==> config.mk <==
export PLATFORM = sky130hd
export DESIGN_NAME = fetch_ctrl
export DESIGN_NICKNAME = d
export VERILOG_FILES = /design/src/rtl/fetch_ctrl_pkg.sv /design/src/rtl/fetch_ctrl.sv
export SDC_FILE = /design/constraint.sdc
export NUM_CORES = 1
export LEC_CHECK = 0
export CORE_MARGIN = 2
export CORE_UTILIZATION = 45
export CTS_CLUSTER_DIAMETER = 30
export DETAILED_ROUTE_END_ITERATION = 7
export PLACE_DENSITY_LB_ADDON = 0.08
export SYNTH_ARGS = -nofsm -noshare
export SYNTH_HDL_FRONTEND = slang
export SYNTH_SLANG_ARGS = --single-unit
==> constraint.sdc <==
create_clock -name clk -period 3.1 [get_ports clk]
set_input_delay 0.62 -clock clk [delete_from_list [all_inputs] [get_ports clk]]
set_output_delay 0.62 -clock clk [all_outputs]
set_load 0.02 [all_outputs]
==> src/rtl/fetch_ctrl_pkg.sv <==
// Shared definitions for the instruction-fetch sequencer: state encoding and
// default widths/step used by the PC and instruction paths.
package fetch_ctrl_pkg;

   localparam int unsigned ADDR_W_DFLT = 32;
   localparam int unsigned DATA_W_DFLT = 32;
   localparam int unsigned STEP_DFLT   = 4;

   typedef enum logic [1:0] {
      StStart,
      StFetch,
      StHold,
      StDiscard
   } fetch_state_e;

endpackage

==> src/rtl/fetch_ctrl.sv <==
// Instruction-fetch sequencer: drives the PC register, runs the imem req/ack
// handshake, fills the IF/ID register and handles stalls and branch redirects.
module fetch_ctrl
   import fetch_ctrl_pkg::*;
#(
   parameter int unsigned ADDR_W = ADDR_W_DFLT,
   parameter int unsigned DATA_W = DATA_W_DFLT,
   parameter int unsigned STEP   = STEP_DFLT,
   parameter int unsigned CNT_W  = 32
) (
   input  logic              clk,
   input  logic              reset,
   input  logic [ADDR_W-1:0] pc,
   output logic [ADDR_W-1:0] pc_next,
   output logic              pc_freeze,
   input  logic              freeze,
   input  logic              branch_taken,
   input  logic [ADDR_W-1:0] branch_addr,
   output logic              imem_req,
   output logic [ADDR_W-1:0] imem_addr,
   input  logic              imem_ack,
   input  logic [DATA_W-1:0] imem_rdata,
   output logic              if_valid,
   output logic [ADDR_W-1:0] if_pc,
   output logic [DATA_W-1:0] if_instr,
   output logic [CNT_W-1:0]  fetched_count
);

   fetch_state_e      state_q, state_d;
   logic              if_valid_q, if_valid_d;
   logic [ADDR_W-1:0] if_pc_q, if_pc_d;
   logic [DATA_W-1:0] if_instr_q, if_instr_d;
   logic [DATA_W-1:0] pend_instr_q, pend_instr_d;
   logic [ADDR_W-1:0] pend_pc_q, pend_pc_d;
   logic [ADDR_W-1:0] redir_addr_q, redir_addr_d;
   logic [CNT_W-1:0]  cnt_q, cnt_d;
   logic              cnt_inc;
   logic [ADDR_W-1:0] pc_seq;

   // Sequential successor wraps silently at the top of the address space.
   assign pc_seq    = pc + ADDR_W'(STEP);
   assign imem_addr = pc;

   always_comb begin
      state_d      = state_q;
      if_valid_d   = if_valid_q;
      if_pc_d      = if_pc_q;
      if_instr_d   = if_instr_q;
      pend_instr_d = pend_instr_q;
      pend_pc_d    = pend_pc_q;
      redir_addr_d = redir_addr_q;
      cnt_inc      = 1'b0;
      imem_req     = 1'b0;
      pc_freeze    = 1'b1;
      pc_next      = pc;

      unique case (state_q)
         StStart: begin
            state_d = StFetch;
         end
         StFetch: begin
            imem_req = 1'b1;
            if (branch_taken && imem_ack) begin
               pc_next    = branch_addr;
               pc_freeze  = 1'b0;
               if_valid_d = 1'b0;
            end else if (branch_taken) begin
               redir_addr_d = branch_addr;
               if_valid_d   = 1'b0;
               state_d      = StDiscard;
            end else if (imem_ack && freeze) begin
               pend_instr_d = imem_rdata;
               pend_pc_d    = pc;
               state_d      = StHold;
            end else if (imem_ack) begin
               if_instr_d = imem_rdata;
               if_pc_d    = pc;
               if_valid_d = 1'b1;
               pc_next    = pc_seq;
               pc_freeze  = 1'b0;
               cnt_inc    = 1'b1;
            end else if (!freeze) begin
               if_valid_d = 1'b0;
            end
         end
         StHold: begin
            if (branch_taken) begin
               pc_next    = branch_addr;
               pc_freeze  = 1'b0;
               if_valid_d = 1'b0;
               state_d    = StFetch;
            end else if (!freeze) begin
               if_instr_d = pend_instr_q;
               if_pc_d    = pend_pc_q;
               if_valid_d = 1'b1;
               pc_next    = pc_seq;
               pc_freeze  = 1'b0;
               cnt_inc    = 1'b1;
               state_d    = StFetch;
            end
         end
         StDiscard: begin
            // Wait out the stale response; the newest redirect target wins.
            imem_req   = 1'b1;
            if_valid_d = 1'b0;
            if (branch_taken) begin
               redir_addr_d = branch_addr;
            end
            if (imem_ack) begin
               pc_next   = branch_taken ? branch_addr : redir_addr_q;
               pc_freeze = 1'b0;
               state_d   = StFetch;
            end
         end
         default: begin
            state_d = StStart;
         end
      endcase

      cnt_d = cnt_q;
      if (cnt_inc && (cnt_q != {CNT_W{1'b1}})) begin
         cnt_d = cnt_q + CNT_W'(1);
      end
   end

   always_ff @(posedge clk) begin
      if (!reset) begin
         state_q      <= StStart;
         if_valid_q   <= 1'b0;
         if_pc_q      <= '0;
         if_instr_q   <= '0;
         pend_instr_q <= '0;
         pend_pc_q    <= '0;
         redir_addr_q <= '0;
         cnt_q        <= '0;
      end else begin
         state_q      <= state_d;
         if_valid_q   <= if_valid_d;
         if_pc_q      <= if_pc_d;
         if_instr_q   <= if_instr_d;
         pend_instr_q <= pend_instr_d;
         pend_pc_q    <= pend_pc_d;
         redir_addr_q <= redir_addr_d;
         cnt_q        <= cnt_d;
      end
   end

   assign if_valid      = if_valid_q;
   assign if_pc         = if_pc_q;
   assign if_instr      = if_instr_q;
   assign fetched_count = cnt_q;

endmodule

After elaboration in Yosys (flattened, before gate mapping). Cells that the tools add are included. W data, S select, Z words.

Add/subtract/negate cells: 2. Equal/unequal tests: 15. Mux-type cells: 55. Bitwise logic cells: 2. Reduce and logical (&&, ||, !) cells: 13.

Operator list (count): $mux W32 (21); $pmux W32 S2 (3); $pmux W32 S3 (1); $add A32 B1 Y32 const B (1); $add A32 B3 Y32 const B (1); $ne A32 B32 Y1 const B (1); $mux W1 (20); $ne A2 B2 Y1 const B (7); $mux W2 (6); $reduce_and A4 Y1 (3); $pmux W2 S4 (1); $reduce_and A7 Y1 (1); $ne A3 B3 Y1 const B (2); $pmux W1 S3 (2); $ne A5 B5 Y1 const B (1); $eq A2 B2 Y1 const B (2); $ne A4 B4 Y1 const B (1); $reduce_bool A2 Y1 (2); $logic_and A1 B1 Y1 (3); $reduce_bool A3 Y1 (1); $eq A2 B1 Y1 const B (1); $logic_not A2 Y1 (1); $not A1 Y1 (2); $pmux W1 S2 (1); 2 further kinds (2).

Register bits: 195. Bits of input ports: 101.

Depth between registers and ports, before layout. Gate-level depths: netlist of run 1.

Depth in word-level cells: 6. Gate-level depth with buffers: 10.

Least setup slack after synthesis of run 1. Ideal clock, no wire load.

Path kind: input to output. Start: in branch_taken. End: out pc_next[9]. Arrival: 2.420 ns. Setup slack: 0.060 ns. Stages: 5. Buffers on the path: 3. Path through: clkbuf_1 clkbuf_1 buf_1 mux2i_1 o311ai_0.

Word-level cells in the longest chain between the ends: 3. Elaborated cells between the ends (all ways): 7. Those cells by class: mux (6); reduce/logical (1).

RTL lines: start, declared (line fetch_ctrl.sv:17) `input logic branch_taken,`; $mux W32, or another cell as far along; $mux W32 (on tied branches) (line fetch_ctrl.sv:109, fetch_ctrl.sv:63); $pmux W32 S3 (*) (line fetch_ctrl.sv:57) `unique case (state_q)`; end, declared (line fetch_ctrl.sv:14) `output logic [ADDR_W-1:0] pc_next,`.

Every way passes the cells marked *; elsewhere a longest branch is shown, timed or not.

Worst setup path after layout of run 1.
Start: reg state_q[1]. End: out pc_next[8].

Word-level cells in the longest chain between the ends: 2. Elaborated cells between the ends (all ways): 4. Those cells by class: eq/ne (3); mux (1).

RTL lines: start, declared (line fetch_ctrl.sv:29) `fetch_state_e state_q, state_d;`; start signal, assigned (line fetch_ctrl.sv:128) `state_q <= StStart;`; start signal, assigned (line fetch_ctrl.sv:137) `state_q <= state_d;`; $eq A2 B2 Y1 / $eq A2 B1 Y1 (equally long branches) (line fetch_ctrl.sv:57); $pmux W32 S3 (*) (line fetch_ctrl.sv:57).

Marks and branches as above.

==> flow_summary.json, run 1 <==
{
  "status": "completed",
  "synth_fp_nets": 1455,
  "drtAntennaViolNets": 0,
  "area_growth_pct": 44.8,
  "rrSetupSlack_ns": 0.55,
  "grt_max_degree": 56,
  "hp-class": "flip-flop to flip-flop",
  "share_seq_of_total_power_pct": 36.3,
  "start_kind": "flip-flop",
  "start_util_pct": 45.8,
  "synthCells": 1348,
  "dp_hpwl_mm": 27.1,
  "async_flop_share_pct": 0,
  "worst_slew_pin_slew_ns": 1.25,
  "vias": 11200,
  "wire_per_inst_um": 18.6,
  "vias_per_cell": 5.64,
  "htreeDepth": 4,
  "p_sw_mw": 2.82,
  "die-area_um2": 24300,
  "totalPowerFinal_mw": 7.91,
  "rr_worst_depth": 9,
  "synth_edf_count": 0,
  "ctsRootBufferMaster": "clkbuf_16",
  "reg2reg_to": "fetched_count[28]",
  "worst_setup_path_end_kind": "primary output",
  "mostFrequentLayoutCells": "nand2_1, clkdlybuf4s50_1, dfxtp_1, buf_4, a21oi_1",
  "final_hold_viol_count": 0,
  "clock-sinks": 195,
  "syn_avg_cell_area_um2": 7.69,
  "netlist_area_um2": 10400,
  "placeableCoreArea_um2": 22600,
  "rsz0062_at_grt": "yes",
  "place_congestion": 0.945,
  "antenna_found_initial": 2,
  "setup_viol": 0,
  "slew_headroom_pct": 16.6,
  "clk_pin_slew_ns": 0.08,
  "period_needed_ns": 3.07,
  "routed_wl_mm": 36.9,
  "drive_gt1_share_pct": 19.3,
  "synthFlopType": "dfxtp_1",
  "p_comb_share_pct": 34.9,
  "seq_area_frac_synth_pct": 37.7,
  "drtIter0Drc": 1009,
  "grt_pass1_vias": 10300,
  "switching_share_pct": 35.7,
  "track_usage_pct": 29.7,
  "ys_seq_elements": 195,
  "drv_cap": 0,
  "die_h_um": 156,
  "nets": 1795,
  "cell_internal_pwr_mw": 5.09,
  "postLayoutCoreUtil_pct": 66.3,
  "cts_tree": "done",
  "io_buffers": 263,
  "final.period_utilization_pct": 99.1,
  "clk_path_buf_depth": 2,
  "critPathRequiredTime_ns": 2.48,
  "synth.distinct_cells": 71,
  "dieWidth_um": 156,
  "p_clk_share_pct": 28.8,
  "timing.rr.start": "state_q[1]",
  "p_leak_nw": 5.54,
  "grt_pass1_wl_mm": 57.1,
  "numCtsBuffers": 17,
  "max_freq_mhz": 326,
  "floorplan.rows": 55,
  "fin_skew_ns": 0.0128,
  "critical_path_class": "flip-flop to primary output",
  "worstPathMaxFanout": 8,
  "yosys_warnings": 0,
  "power.density_nw_per_um2": 527,
  "pin_count": 264,
  "crit_end": "pc_next[8]",
  "overflow": 0,
  "ir_worst_vdd_uv": 348,
  "drc": 0,
  "clk_latency_ns": 0.45,
  "dr.pass1.iters": 7,
  "layout_commonest_cell": "nand2_1",
  "critPathLaunch": "state_q[1]",
  "final_max_slew_viol_count": 0,
  "cp_data_arrival_time_ns": 2.45
}
power by group through the flow:
stage                     Clock (mW)  Combinational, mW  Sequential [mW]
after floorplan                    0               1.15             3.15
after global placement             0               2.74             2.92
after detailed placement           0               2.74             2.93
after CTS                       2.32               2.73             2.87
after global routing            2.41               2.96             2.90
final                           2.28               2.76             2.87
synthesized netlist by cell type (11+ instances only):
| cell | count | area (µm²) |
|---|---|---|
| nand2_1 | 261 | 980 |
| dfxtp_1 | 195 | 3900 |
| a21oi_1 | 154 | 771 |
| nor2_1 | 100 | 375 |
| clkbuf_1 | 95 | 357 |
| mux2i_1 | 82 | 821 |
| a211oi_1 | 66 | 495 |
| o21ai_0 | 49 | 245 |
| buf_4 | 32 | 240 |
| nand3_1 | 25 | 125 |
| nand4_1 | 22 | 138 |
| o21ai_1 | 15 | 75.1 |
| inv_1 | 13 | 48.8 |
| nor3_1 | 13 | 65.1 |
| o31ai_1 | 13 | 97.6 |
| nand2b_1 | 12 | 75.1 |
| and4_1 | 11 | 96.3 |
| o211ai_1 | 11 | 82.6 |
logic make-up after synthesis:
group / count (synthesis) / share of synthesized area [%]
compound gates: 387 / 23.2
xor+xnor: 9 / 0.760
fa+ha+maj: 6 / 0.724
buf+inv: 160 / 7.06
flops: 195 / 37.7
mux: 82 / 7.92
simple gates: 509 / 22.6
area by class of cell:
type / count / area, µm²
fillers: 1997 / 7630
flip-flops and latches: 195 / 3910
inverters: 15 / 61.3
diodes: 1 / 2.50
clock buffers: 18 / 429
clock inverters: 14 / 174
repair buffers: 466 / 4110
well taps: 285 / 357
multi-input cells: 993 / 5970
state kept, by name, summed over array words and instances (netlist names):
| register | flops |
|---|---|
| pend_pc_q | 32 |
| if_pc | 32 |
| fetched_count | 32 |
| pend_instr_q | 32 |
| redir_addr_q | 32 |
| if_valid | 1 |
| if_instr | 32 |
| state_q | 2 |
how the worst min path moves through the flow:
stage,startpoint,to,slack (ns),depth (start not counted)
final,redir_addr_q[30],redir_addr_q[30],0.45,2
after detailed placement,redir_addr_q[30],redir_addr_q[30],0.44,2
after floorplan,redir_addr_q[30],redir_addr_q[30],0.43,2
after global routing,redir_addr_q[30],redir_addr_q[30],0.47,2
after global placement,redir_addr_q[30],redir_addr_q[30],0.44,2
after CTS,redir_addr_q[30],redir_addr_q[30],0.45,2
stage by stage:
stage | TNS, ns | area, µm² | setup WS (ns) | std cells | hold WS [ns]
finish | 0 | 15000 | 0.0287 | 1987 | 0.454
CTS | 0 | 15000 | 0.00372 | 1984 | 0.454
floorplan | 0 | 10400 | 0.0604 | 1348 | 0.432
global placement | -19.51 | 14300 | -0.805 | 1948 | 0.438
global route | -0.0542 | 15000 | -0.0163 | 1987 | 0.473
detailed placement | -19.59 | 14300 | -0.814 | 1948 | 0.442
repair_timing:
action | 4_1_cts | 5_1_grt
hold endpoints to repair | 0 | 0
setup buffers | 4 | 2
gates resized for setup | 160 | 61
pin swaps | 14 | 10
hold buffers | 0 | 0
endpoints found under the setup margin | 33 | 32
layer usage:
| metal | track usage (%) | share of wire, % | vias to the layer above | wire, µm |
|---|---|---|---|---|
| li1 | - | - | 5487 | - |
| met1 | 43.4 | 47 | 5281 | 17300 |
| met2 | 46.3 | 45 | 400 | 16600 |
| met3 | 4.39 | 6.7 | 42 | 2460 |
| met4 | 6.90 | 1.5 | 0 | 556 |
| met5 | 0 | 0 | - | 0 |
worst max-delay path, cell delays in order, from the launching register on:
cell	delay, ns
dfxtp_4	0.37
inv_1	0.06
ha_2	0.20
buf_4	0.18
o21ai_2	0.17
a21oi_2	0.09
buf_4	0.17
a22o_1	0.21
a221o_1	0.37
buf_2	0.19
No activity file was read; power rests on OpenSTA's default activity.
==> inputs of run 2 (changes only) <==
- CTS_CLUSTER_SIZE: default -> 28
- clock period: 3.1 -> 2.5 ns (I/O delays scaled with it)
==> run 2 against run 1 <==
  * The run now ends with negative setup slack left
  * First-iteration DRC count up 12%
  * Register-to-register slack worse by 0.41 ns
  * Clock skew up 0.0043 ns
  * Count of clock-buffer cells in the layout down 1
  * Sequential power up 25%
  * Combinational power up 50%
  * Largest cell class unchanged
  * Largest power group is now combinational cells
==> flow_summary.json, run 2 (synthesized netlist as in run 1, its figures left out) <==
{
  "status": "complete, but fails checks",
  "violations": "negative setup slack",
  "area_growth_pct": 59.2,
  "routed_wl_mm": 40.8,
  "path_delay_family": "compound AO/OA/AOI/OAI gates",
  "drtAntennaViolNets": 0,
  "multi_input_area_um2": 6520,
  "drtIter0Drc": 1130,
  "cp_cell_sequence": "inv_4, ha_4, or2_4, buf_6, a21o_4, a21o_1, a221o_1, buf_6",
  "cp_slowest_cell": "dfxtp_4",
  "worstPathMaxFanout": 5,
  "dp.cells": 1968,
  "critPathRequiredTime_ns": 2.00,
  "cts_tree": "done",
  "floorplan.rows": 55,
  "clk_latency_ns": 0.46,
  "layout_commonest_cell": "nand2_1",
  "max_stage_delay_ns": 0.41,
  "pin_count": 264,
  "drive_gt1_share_pct": 27.3,
  "critPathBufInv": 3,
  "register_area_um2": 3910,
  "htreeDepth": 4,
  "start_kind": "flip-flop",
  "vias_per_cell": 5.90,
  "final_max_slew_viol_count": 0,
  "mostFrequentLayoutCells": "nand2_1, buf_4, clkdlybuf4s50_1, dfxtp_1, a21oi_1",
  "wire_per_inst_um": 19.9,
  "nFillCells": 1747,
  "dieWidth_um": 156,
  "drc": 0,
  "vias": 12100,
  "hold_buffers": 0,
  "worst_setup_path_end_kind": "primary output",
  "p_leak_nw": 6.11,
  "numCtsBuffers": 17,
  "place_congestion": 0.939,
  "clock-sinks": 195,
  "setup_viol": 33,
  "clk_pin_slew_ns": 0.08,
  "io_buffers": 263,
  "nets": 1855,
  "cp_data_arrival_time_ns": 2.41,
  "dr.pass1.iters": 7,
  "grt_pass1_vias": 11000,
  "critical_path_class": "flip-flop to primary output",
  "max_freq_mhz": 343,
  "period_needed_ns": 2.91,
  "worst_slew_pin_slew_ns": 1.13,
  "totalPowerFinal_mw": 10.7,
  "place_ws_ns": -1.08,
  "ir_worst_vdd_uv": 512,
  "die-area_um2": 24300,
  "rsz0062_at_grt": "yes",
  "fin_skew_ns": 0.0172,
  "power.density_nw_per_um2": 651,
  "grt_pass1_wl_mm": 61.0,
  "die_h_um": 156,
  "worst_slack_ns": -0.414,
  "start_util_pct": 45.8,
  "clk_path_buf_depth": 2,
  "grt_max_degree": 65,
  "path_common_cell": "buf_6",
  "stdcell_count": 2047,
  "overflow": 0,
  "final.period_utilization_pct": 117,
  "antenna_found_initial": 1,
  "dp_hpwl_mm": 28.2,
  "track_usage_pct": 31.7,
  "slew_headroom_pct": 24.8,
  "ctsRootBufferMaster": "clkbuf_16",
  "placeableCoreArea_um2": 22600,
  "hp-class": "flip-flop to flip-flop",
  "final_hold_viol_count": 0,
  "drv_cap": 0
}
## run 2: per-stage QoR
stage / TNS [ns] / instance area (µm²) / hold WS, ns / util, %
floorplan: -0.0575 / 10400 / 0.432 / -
global placement: -34.61 / 14600 / 0.439 / 64.5
detailed placement: -34.52 / 14600 / 0.446 / 64.5
CTS: -6.70 / 16000 / 0.458 / 70.5
global route: -9.42 / 16500 / 0.468 / 72.9
finish: -8.42 / 16500 / 0.456 / 72.9
## run 2: worst reg2reg max path, cell delays in order, from the launching register on
cell and delay [ns]:
dfxtp_4 0.39, inv_4 0.08, ha_4 0.19, buf_12 0.15
a21o_4 0.15, buf_6 0.14, buf_4 0.12, nand3_2 0.11
or4_4 0.52, or3_1 0.31, a21oi_1 0.13
## run 2: cell type report
| class | count | area share [%] |
|---|---|---|
| clock inverter | 15 | 1.36 |
| timing repair buffer | 526 | 30.3 |
| tap | 285 | 2.16 |
| clock buffer | 17 | 2.58 |
| sequential | 195 | 23.7 |
| antenna | 1 | 0.0152 |
| inverter | 15 | 0.462 |
| multi-input combinational | 993 | 39.5 |
## run 2: what timing repair did
action                     4_1_cts  5_1_grt
buffers inserted                29       22
resized for setup              371      124
gates cloned                     3        1
pin swaps                       49       46
setup endpoints to repair       34       43
## run 2: per-layer routing
layer,up-vias,global-route usage (%),share of wire [%]
met2,610,48.7,44
met3,107,5.25,8.6
met5,-,0,0
li1,5609,-,-
met1,5750,45.3,44
met4,0,10.3,3.5
## run 2: worst paths after layout
check / startpoint / cells past startpoint / slack (ns) / endpoint
worst max-delay path: state_q[1] / 8 / -0.41 / pc_next[8]
worst min-delay path: pend_instr_q[28] / 2 / 0.46 / pend_instr_q[28]
worst min register to register: pend_instr_q[28] / 2 / 0.46 / pend_instr_q[28]
worst max register to register: state_q[1] / 10 / 0.14 / fetched_count[28]
## run 2: power breakdown
part	internal (mW)	switching (mW)	leakage, nW	total (mW)
Clock	1.43	1.60	0.313	3.02
Combinational	1.97	2.17	4.21	4.15
Sequential	3.41	0.169	1.59	3.58
==> inputs of run 3 (changes only) <==
- PLACE_DENSITY: default -> 0.77
- PLACE_DENSITY_LB_ADDON: 0.08 -> default
==> run 3 against run 2 <==
  * Highest routed layer unchanged
  * Setup slack better by 0.14 ns
  * Design area is 2.3% lower
  * The run ends with design-rule violations, negative setup slack left
  * Register-to-register slack worse by 0.09 ns
  * First-iteration DRC count is 13% lower
  * Largest cell class unchanged
  * Fmax is 5.1% higher
  * Largest power group unchanged
  * Via count is 2.2% lower
  * Non-clock buffer count is 35 lower
  * Wire length is 3.5% lower
==> flow_summary.json, run 3 (synthesized netlist as in run 1, its figures left out) <==
{
  "rrSetupSlack_ns": 0.05,
  "vias": 11800,
  "violations": "design-rule violations, negative setup slack",
  "critPathRequiredTime_ns": 2.00,
  "use_met2_pct": 48.3,
  "ir_worst_vdd_uv": 500,
  "p_leak_nw": 5.88,
  "start_util_pct": 45.8,
  "final_hold_viol_count": 0,
  "dp.cells": 1952,
  "grt_util_met3_pct": 5.36,
  "worst_setup_path_end_kind": "primary output",
  "ctsRootBufferMaster": "clkbuf_16",
  "dp_hpwl_mm": 28.1,
  "routed_wl_mm": 39.4,
  "dieWidth_um": 156,
  "htreeDepth": 4,
  "cell_internal_pwr_mw": 6.62,
  "rsz0062_at_grt": "yes",
  "rr_worst_depth": 10,
  "io_buffers": 263,
  "p_sw_mw": 3.70,
  "clock-sinks": 195,
  "max_freq_mhz": 361,
  "fin_skew_ns": 0.0107,
  "crit_end": "pc_next[8]",
  "reg2reg_to": "fetched_count[30]",
  "final_max_slew_viol_count": 0,
  "status": "complete, but fails checks",
  "drtIter0Drc": 978,
  "nFillCells": 1780,
  "worstPathMaxFanout": 5,
  "final.period_utilization_pct": 111,
  "worst_slack_ns": -0.272,
  "vias_per_cell": 5.86,
  "area_growth_pct": 55.6,
  "clk_path_buf_depth": 2,
  "cp_data_arrival_time_ns": 2.27,
  "cts_tree": "done",
  "mostFrequentLayoutCells": "nand2_1, clkdlybuf4s50_1, dfxtp_1, buf_4, a21oi_1",
  "nets": 1820,
  "dr.pass1.iters": 8,
  "place_ws_ns": -1.08,
  "multi_input_area_um2": 6500,
  "global_route.usage.met1_pct": 42.5,
  "hold_buffers": 0,
  "track_usage_pct": 30.9,
  "clk_latency_ns": 0.44,
  "worst_slew_pin_slew_ns": 0.831,
  "grt_pass1_wl_mm": 59.5,
  "grt_busiest_layer": "met2",
  "drtAntennaViolNets": 0,
  "timing.rr.start": "state_q[1]",
  "die_h_um": 156,
  "grt_pass1_vias": 10800,
  "antenna_found_initial": 4,
  "die-area_um2": 24300,
  "wire_per_inst_um": 19.6,
  "power.density_nw_per_um2": 640,
  "stdcell_count": 2015,
  "holdWs_ns": 0.457,
  "critPathLaunch": "state_q[1]",
  "pin_count": 264,
  "period_needed_ns": 2.77,
  "numCtsBuffers": 17,
  "placeableCoreArea_um2": 22600,
  "setup_viol": 31,
  "floorplan.rows": 55,
  "share_seq_of_total_power_pct": 34.6,
  "grt_max_degree": 65,
  "place_congestion": 0.993,
  "register_area_um2": 3910,
  "hp-class": "flip-flop to flip-flop",
  "drv_cap": 0,
  "slew_headroom_pct": 44.6,
  "critical_path_class": "flip-flop to primary output",
  "clk_pin_slew_ns": 0.08,
  "switching_share_pct": 35.9,
  "postLayoutCoreUtil_pct": 71.2,
  "drc": 36,
  "p_clk_share_pct": 27.2,
  "layout_commonest_cell": "nand2_1",
  "start_kind": "flip-flop",
  "drive_gt1_share_pct": 25.9,
  "overflow": 0,
  "p_comb_share_pct": 38.2
}
-- run 3: power by group through the flow --
stage	clock (mW)	sequential (mW)	combinational (mW)
floorplan	0	3.90	1.45
global placement	0	3.62	3.46
detailed placement	0	3.64	3.48
CTS	2.84	3.57	3.64
global route	2.98	3.61	4.17
finish	2.81	3.57	3.94
-- run 3: layout make-up --
class                           count  area share [%]
Antenna cell                        4          0.0621
Timing Repair Buffer              491            29.0
Inverter                           15           0.442
Sequential cell                   195            24.3
Multi-Input combinational cell    993            40.3
Clock buffer                       18            2.66
Clock inverter                     14            1.09
Tap cell                          285            2.21
-- run 3: worst min path at each step --
stage                           from                to  cells after the start
finish              pend_instr_q[17]  pend_instr_q[17]                      2
global route                   pc[3]      pend_pc_q[3]                      4
CTS                 redir_addr_q[12]  redir_addr_q[12]                      2
detailed placement  redir_addr_q[12]  redir_addr_q[12]                      2
global placement    redir_addr_q[30]  redir_addr_q[30]                      2
floorplan           redir_addr_q[30]  redir_addr_q[30]                      2
-- run 3: through the flow --
step                area [µm²]  setup TNS (ns)  power (mW)
global placement         14500          -34.21        7.08
detailed placement       14500          -36.55        7.12
CTS                      15500           -4.53        10.1
global route             16100           -6.91        10.8
finish                   16100           -5.21        10.3
floorplan                10400         -0.0575        5.35
-- run 3: layer usage --
layer | up-vias | part of all wire (%)
met3 | 95 | 7.1
li1 | 5537 | -
met4 | 0 | 4.1
met2 | 544 | 45
met1 | 5633 | 44
met5 | - | 0
-- run 3: worst max-delay path, stage by stage (launching register included) --
cell     delay, ns
dfxtp_4       0.39
inv_4         0.06
ha_4          0.18
or2_4         0.29
a21o_4        0.24
a21o_1        0.17
a221o_1       0.35
buf_6         0.15
-- run 3: repair_timing --
action,4_1_cts,5_1_grt
hold endpoints to repair,0,0
setup endpoints to repair,36,42
buffers inserted,21,7
pin swaps,49,45
resized for setup,333,138
